===== src/rtl/klotski_pkg.sv =====
// Shared types and constants for the board capture / validation path.
// Contents:
//   state_t    - sequencer states of board_stabilizer
//   BOARD_W    - width of a packed board (16 cells x 4-bit tiles)
//   CELLS      - number of cells on the board
//   TILE_W     - bits per tile
//   BLANK_TILE - tile value that marks the empty cell
//   cell_of()  - extracts cell k of a packed board (cell 0 in the top nibble)
package klotski_pkg;

  localparam int BOARD_W = 64;
  localparam int CELLS   = 16;
  localparam int TILE_W  = 4;

  localparam logic [TILE_W-1:0] BLANK_TILE = 4'h0;

  typedef enum logic [2:0] {
    S_IDLE    = 3'd0,
    S_START   = 3'd1,
    S_WAIT    = 3'd2,
    S_CHECK   = 3'd3,
    S_COMPARE = 3'd4,
    S_PUBLISH = 3'd5
  } state_t;

  // Cell 0 (row 0, col 0) lives in the most significant nibble; row-major.
  function automatic logic [TILE_W-1:0] cell_of(input logic [BOARD_W-1:0] b,
                                                 input logic [3:0]         k);
    return b[(CELLS-1-int'(k))*TILE_W +: TILE_W];
  endfunction

endpackage


===== src/rtl/board_perm_check.sv =====
// Walks the 16 nibbles of a board, one per cycle, to decide whether they form
// a permutation of 0..15 and where the blank tile sits.
// Ports:
//   clk, rst_n - clock, asynchronous active-low reset
//   start      - one-cycle pulse; clears the walk state, walking starts next cycle
//   board      - board under test; must stay stable for the 16 walk cycles
//   done       - high in the cycle the last nibble (cell 15) is examined
//   dup        - some tile value occurred twice (valid together with done)
//   blank_idx  - cell index holding BLANK_TILE (valid together with done)
// dup and blank_idx already include the nibble examined in the done cycle so
// the caller can move on in the very next cycle.
module board_perm_check
  import klotski_pkg::*;
(
  input  logic               clk,
  input  logic               rst_n,
  input  logic               start,
  input  logic [BOARD_W-1:0] board,
  output logic               done,
  output logic               dup,
  output logic [3:0]         blank_idx
);

  localparam logic [3:0] LAST_CELL = 4'(CELLS - 1);

  logic             busy_q,  busy_d;
  logic [3:0]       k_q,     k_d;
  logic [CELLS-1:0] seen_q,  seen_d;
  logic             dup_q,   dup_d;
  logic [3:0]       blank_q, blank_d;
  logic [TILE_W-1:0] n;

  always_comb begin
    busy_d  = busy_q;
    k_d     = k_q;
    seen_d  = seen_q;
    dup_d   = dup_q;
    blank_d = blank_q;
    done    = 1'b0;
    n       = cell_of(board, k_q);

    if (start) begin
      busy_d  = 1'b1;
      k_d     = 4'd0;
      seen_d  = '0;
      dup_d   = 1'b0;
      blank_d = 4'd0;
    end else if (busy_q) begin
      if (seen_q[n]) dup_d = 1'b1;
      seen_d[n] = 1'b1;
      if (n == BLANK_TILE) blank_d = k_q;
      k_d = k_q + 4'd1;
      if (k_q == LAST_CELL) begin
        busy_d = 1'b0;
        done   = 1'b1;
      end
    end

    dup       = dup_d;
    blank_idx = blank_d;
  end

  always_ff @(posedge clk or negedge rst_n) begin
    if (!rst_n) begin
      busy_q  <= 1'b0;
      k_q     <= 4'd0;
      seen_q  <= '0;
      dup_q   <= 1'b0;
      blank_q <= 4'd0;
    end else begin
      busy_q  <= busy_d;
      k_q     <= k_d;
      seen_q  <= seen_d;
      dup_q   <= dup_d;
      blank_q <= blank_d;
    end
  end

endmodule


===== src/rtl/board_stabilizer.sv =====
// Capture sequencer and validator sitting after the grid-sampling reader.
// It keeps triggering captures while enabled, checks each returned tile order
// is a permutation of 0..15, and publishes a board only after STABLE_COUNT
// consecutive identical valid captures that differ from the current output.
// Ports:
//   i_Clk, i_rst_n   - clock, asynchronous active-low reset
//   i_enable         - level; keep the capture loop running
//   o_capture_start  - one-cycle start pulse to the reader
//   i_capture_done   - reader done pulse (only honoured while waiting)
//   i_block_order    - reader result, cell 0 in [63:60], row-major
//   o_board          - last published board
//   o_blank_idx      - cell index of the blank tile in o_board
//   o_board_valid    - one-cycle pulse when o_board changes
//   o_reject_cnt     - saturating count of invalid / timed-out captures
//   o_dbg_state      - current sequencer state
// Handshake: the reader is started by a single-cycle o_capture_start and
// answers with a single-cycle i_capture_done carrying i_block_order; there is
// no backpressure, a missing answer is abandoned after TIMEOUT_CYC cycles.
module board_stabilizer
  import klotski_pkg::*;
#(
  parameter int STABLE_COUNT = 3,
  parameter int TIMEOUT_CYC  = 2_000_000
) (
  input  logic               i_Clk,
  input  logic               i_rst_n,
  input  logic               i_enable,
  output logic               o_capture_start,
  input  logic               i_capture_done,
  input  logic [BOARD_W-1:0] i_block_order,
  output logic [BOARD_W-1:0] o_board,
  output logic [3:0]         o_blank_idx,
  output logic               o_board_valid,
  output logic [7:0]         o_reject_cnt,
  output state_t             o_dbg_state
);

  localparam int         TO_W       = (TIMEOUT_CYC > 1) ? $clog2(TIMEOUT_CYC) : 1;
  localparam logic [TO_W-1:0] TO_LAST = TO_W'(TIMEOUT_CYC - 1);
  localparam logic [3:0] STABLE_MAX = 4'(STABLE_COUNT);

  state_t             state_q,      state_d;
  logic [TO_W-1:0]    to_q,         to_d;
  logic [BOARD_W-1:0] cap_q,        cap_d;
  logic [BOARD_W-1:0] cand_q,       cand_d;
  logic [3:0]         cand_blank_q, cand_blank_d;
  logic [3:0]         blank_cand_q, blank_cand_d;
  logic               dup_q,        dup_d;
  logic [3:0]         stable_q,     stable_d;
  logic               published_q,  published_d;
  logic [BOARD_W-1:0] board_q,      board_d;
  logic [3:0]         blank_idx_q,  blank_idx_d;
  logic               valid_q,      valid_d;
  logic               start_q,      start_d;
  logic [7:0]         rej_q,        rej_d;

  logic       chk_start;
  logic       chk_done;
  logic       chk_dup;
  logic [3:0] chk_blank;
  logic       reject;

  board_perm_check u_perm (
    .clk       (i_Clk),
    .rst_n     (i_rst_n),
    .start     (chk_start),
    .board     (cap_q),
    .done      (chk_done),
    .dup       (chk_dup),
    .blank_idx (chk_blank)
  );

  always_comb begin
    state_d      = state_q;
    to_d         = to_q;
    cap_d        = cap_q;
    cand_d       = cand_q;
    cand_blank_d = cand_blank_q;
    blank_cand_d = blank_cand_q;
    dup_d        = dup_q;
    stable_d     = stable_q;
    published_d  = published_q;
    board_d      = board_q;
    blank_idx_d  = blank_idx_q;
    valid_d      = 1'b0;
    rej_d        = rej_q;
    chk_start    = 1'b0;
    reject       = 1'b0;

    case (state_q)
      S_IDLE: begin
        if (i_enable) state_d = S_START;
      end

      S_START: begin
        to_d    = '0;
        state_d = S_WAIT;
      end

      S_WAIT: begin
        if (i_capture_done) begin
          cap_d     = i_block_order;
          chk_start = 1'b1;
          state_d   = S_CHECK;
        end else if (to_q == TO_LAST) begin
          reject   = 1'b1;
          stable_d = 4'd0;
          state_d  = i_enable ? S_START : S_IDLE;
        end else begin
          to_d = to_q + 1'b1;
        end
      end

      S_CHECK: begin
        if (chk_done) begin
          dup_d        = chk_dup;
          blank_cand_d = chk_blank;
          state_d      = S_COMPARE;
        end
      end

      S_COMPARE: begin
        state_d = i_enable ? S_START : S_IDLE;
        if (dup_q) begin
          reject   = 1'b1;
          stable_d = 4'd0;
        end else begin
          // stable_q == 0 means the candidate was invalidated by a reject or
          // timeout, so even an identical capture restarts the run at 1.
          if (cap_q == cand_q && stable_q != 4'd0) begin
            if (stable_q != STABLE_MAX) stable_d = stable_q + 4'd1;
          end else begin
            cand_d       = cap_q;
            cand_blank_d = blank_cand_q;
            stable_d     = 4'd1;
          end
          // The output registers are loaded on entry to S_PUBLISH so the
          // new board and its valid pulse appear during the publish cycle.
          if (stable_d == STABLE_MAX && (cand_d != board_q || !published_q)) begin
            state_d     = S_PUBLISH;
            board_d     = cand_d;
            blank_idx_d = cand_blank_d;
            valid_d     = 1'b1;
            published_d = 1'b1;
          end
        end
      end

      S_PUBLISH: begin
        state_d = i_enable ? S_START : S_IDLE;
      end

      default: begin
        state_d = S_IDLE;
      end
    endcase

    if (reject && rej_q != 8'hFF) rej_d = rej_q + 8'd1;

    // Registered start pulse: high exactly while the sequencer sits in S_START.
    start_d = (state_d == S_START);
  end

  always_ff @(posedge i_Clk or negedge i_rst_n) begin
    if (!i_rst_n) begin
      state_q      <= S_IDLE;
      to_q         <= '0;
      cap_q        <= '0;
      cand_q       <= '0;
      cand_blank_q <= 4'd0;
      blank_cand_q <= 4'd0;
      dup_q        <= 1'b0;
      stable_q     <= 4'd0;
      published_q  <= 1'b0;
      board_q      <= '0;
      blank_idx_q  <= 4'd0;
      valid_q      <= 1'b0;
      start_q      <= 1'b0;
      rej_q        <= 8'd0;
    end else begin
      state_q      <= state_d;
      to_q         <= to_d;
      cap_q        <= cap_d;
      cand_q       <= cand_d;
      cand_blank_q <= cand_blank_d;
      blank_cand_q <= blank_cand_d;
      dup_q        <= dup_d;
      stable_q     <= stable_d;
      published_q  <= published_d;
      board_q      <= board_d;
      blank_idx_q  <= blank_idx_d;
      valid_q      <= valid_d;
      start_q      <= start_d;
      rej_q        <= rej_d;
    end
  end

  assign o_capture_start = start_q;
  assign o_board         = board_q;
  assign o_blank_idx     = blank_idx_q;
  assign o_board_valid   = valid_q;
  assign o_reject_cnt    = rej_q;
  assign o_dbg_state     = state_q;

endmodule


===== config.mk =====
export PLATFORM = sky130hd
export DESIGN_NAME = board_stabilizer
export DESIGN_NICKNAME = d
export VERILOG_FILES = /design/src/rtl/klotski_pkg.sv /design/src/rtl/board_perm_check.sv /design/src/rtl/board_stabilizer.sv
export SDC_FILE = /design/constraint.sdc
export NUM_CORES = 1
export LEC_CHECK = 0
export CAP_MARGIN = 20
export CORE_MARGIN = 2
export CORE_UTILIZATION = 37
export DETAILED_ROUTE_END_ITERATION = 7
export GPL_TIMING_DRIVEN = 0
export SKIP_LAST_GASP = 1
export SLEW_MARGIN = 20
export SYNTH_ARGS = -nofsm -noshare
export SYNTH_HDL_FRONTEND = slang
export SYNTH_SLANG_ARGS = --single-unit

===== constraint.sdc =====
create_clock -name i_Clk -period 3.9 [get_ports i_Clk]
set_input_delay 0.975 -clock i_Clk [delete_from_list [all_inputs] [get_ports i_Clk]]
set_output_delay 0.975 -clock i_Clk [all_outputs]
set_load 0.03 [all_outputs]

==> flow_summary.toml <==
[status]
status = "complete, no violations"

[die]
dieArea_um2 = 36100
rows = 68
die_w_um = 190
core_region_area_um2 = 34300
die_h_um = 190
start_util_pct = 37.3
ios = 149

[yosys]
yosys-top-cells-area = "dfrtp_1 (53%), nand2_1 (11%), xnor2_1 (6.8%), mux2_2 (4.8%), mux4_2 (3.0%)"
yosys.area.top_type = "dfrtp_1"
ys_seq_elements = 270
synth_flop_cell = "dfrtp_1"
async_reset_ff_share_pct = 100
synth_most_common_cell = "nand2_1"
synth_nets = 1347
yosys.area_share.simple_pct = 18.9
ys_warn_count = 0
synth_compound_area_share_pct = 4.93
synthDistinctLibCells = 58
netlist_instances = 1274
synth.avg_cell_area_um2 = 10.0
synth-edff-count = 0
synth.area.mux_share_pct = 10.2
yosys-top-cells-count = "nand2_1 (391), dfrtp_1 (270), xnor2_1 (100), nor2_1 (63), mux2_2 (55)"
synth_top_family_by_area = "simple AND/OR/NAND/NOR gates"
synth_fa_ha_area_share_pct = 0.489
synth_top_area_share_pct = 52.8
seq_area_frac_synth_pct = 52.8
synth_xor_area_share_pct = 9.72
syn-cell-area_um2 = 12800

[clocking]
clk_latency_ps = 580
post_cts_buffers = 0
cts_hold_buf = 0
cts_buffers = 30
cts_tree = "built"
cts-htree-levels = 1
cts_resized = 0
clockBufferDepth = 3
clockRootBuffer = "clkbuf_16"
cts.clk_slew.worst_paths_ps = 60
cts.sinks = 270

[global_routing]
grt_pass1_wl_um = 59100
grt_max_degree = 98
top_usage_layer = "met2"
met2_usage_pct = 34.6
grt_use_met1_pct = 29.5
use_met3_pct = 3.25
antenna_found_initial = 0
grt_use_total_pct = 21.5
grt-ovfl-total = 0
grt_pass1_vias = 9827

[worst_setup_path]
crit_family = "simple AND/OR/NAND/NOR gates"
slowest_stage = "or4_1"
worstPathCellList = "xnor2_1, nand4_1, nor4_1, nand3_1, or4_1, buf_2, nor3_4, buf_4, buf_6, mux2_2"
slowest_delay_ps = 550
arrival_ps = 3920
crit_start = "cap_q[60]"
required_ps = 4340
crit_type = "flip-flop to flip-flop"
worstSetupEndpointType = "flip-flop"
crit_fanout = 10
reg2reg_from = "cap_q[60]"
ff2ff_setup_slack_ps = 420
path_buf_inv = 3
startpoint_type = "flip-flop"

[flow_run]
cap_violations = 0

[route]
drc_errors = 0
via_per_inst = 5.06
totalWireLength_um = 38300
wl_per_cell_um = 19.8
vias = 9790
ant_nets = 0
drtPass1Iterations = 5
first_iter_violations = 801

[layout]
post-route-util_pct = 46.5
final_cell_area_um2 = 15900
drive_gt1_share_pct = 9.60
diodes = 0
area_delta_synth_final_pct = 24.5
finalNetCount = 1532
fillers = 3193

[timing]
setup_viol = 0
drv_slew = 0
finalWorstSetupSlack_ps = 416
skew_ps = 31.8
period_share_pct = 89.3
tightest_slew_ps = 821
slew-limit-headroom_pct = 45.3
hold_viol_final = 0
grt_setup_unrepaired = "no"
clock.fmax_mhz = 287
tns_ps = 0
fin_crit_ps = 3480

[placement]
placed_area_um2 = 14900
post-place-ws_ps = 95.6
io_buffers = 148
place.gp.congestion = 0.904
dp_hpwl_um = 28500

[power_and_ir_drop]
finalPower_mw = 10.4
power_density_nw_per_um2 = 651
switching_share_pct = 38.8
seqPwrFrac_pct = 40.5
power.internal_mw = 6.35
p_comb_share_pct = 32.3
ir_drop_mv = 0.487
p_switching_mw = 4.03
clkPwrFrac_pct = 27.1
power_leakage_nw = 7.39

[worst_hold_path]
hp-class = "primary input to asynchronous set/reset pin"
[placed cells by master, fill, tap and decap left out, drive strengths merged, types with 19 or more instances in the layout]
cell type,instances
clkdlybuf4s50,147
buf,24
nand4,34
nor2,63
nand3,19
inv,32
xor2,42
o21ai,37
xnor2,100
mux2i,24
dfrtp,270
a21oi,21
clkbuf,73
mux2,61
nand2,391
[power groups by stage]
| stage | logic, mW | clock network [mW] | registers [mW] |
|---|---|---|---|
| floorplan | 2.31 | 0 | 3.89 |
| global placement | 3.28 | 0 | 4.23 |
| detailed placement | 3.33 | 0 | 4.24 |
| CTS | 3.36 | 2.86 | 4.19 |
| global route | 3.68 | 2.97 | 4.27 |
| finish | 3.36 | 2.81 | 4.21 |
[layer usage]
| metal | vias to the layer above | wire (um) |
|---|---|---|
| li1 | 4615 | - |
| met1 | 4827 | 16800 |
| met2 | 287 | 17900 |
| met3 | 61 | 2150 |
| met4 | 0 | 1450 |
| met5 | - | 0 |
[cells by family after synthesis]
| family | count (synthesis) |
|---|---|
| and+or+nand+nor | 568 |
| AOI/OAI and AO/OA | 102 |
| xor gates and xnor gates | 142 |
| DFF | 270 |
| buffers and inverters | 85 |
| adders and majority gates | 5 |
| muxes | 102 |
[path summary, 6_finish.rpt]
path | end | cells past startpoint
worst max-delay path | o_board[58] | 10
worst min register to register | u_perm.dup_q | 2
max in group asynchronous | o_board[36] | 3
worst max register to register | o_board[58] | 10
min in group i_Clk | u_perm.dup_q | 2
worst min-delay path | to_q[12] | 1
[area by class of cell]
| class | count | area [um2] | share of cell area (%) |
|---|---|---|---|
| inverter | 32 | 120 | 0.754 |
| sequential | 270 | 6760 | 42.4 |
| multi-input combinational | 919 | 5670 | 35.6 |
| clock inverter | 14 | 145 | 0.911 |
| timing repair buffer | 153 | 1580 | 9.95 |
| clock buffer | 38 | 831 | 5.22 |
| buffer | 53 | 256 | 1.61 |
| tap | 455 | 569 | 3.57 |
[registers in the layout, summed over array words and instances (netlist names)]
name             flops
blank_cand_q         4
o_dbg_state          3
u_perm.seen_q       16
dup_q                1
cand_blank_q         4
o_board_valid        1
u_perm.dup_q         1
published_q          1
o_board             64
o_reject_cnt         8
u_perm.busy_q        1
o_blank_idx          4
cap_q               64
cand_q              64
u_perm.blank_q       4
u_perm.k_q           4
o_capture_start      1
to_q                21
stable_q             4
[metrics by stage]
stage                     hold WS (ps)  instances
after CTS                          195       1932
after detailed placement           462       1880
after global placement             457       1877
after floorplan                    439       1274
final                              214       1934
after global routing               199       1934
[worst register-to-register path, cell delays in order (launching register included)]
cell	delay [ps]
dfrtp_1	450
xnor2_1	380
nand4_1	170
nor4_1	460
nand3_1	200
or4_1	550
buf_2	230
nor3_4	160
buf_4	190
buf_6	210
mux2_2	360
No activity file was read; power rests on OpenSTA's default activity.
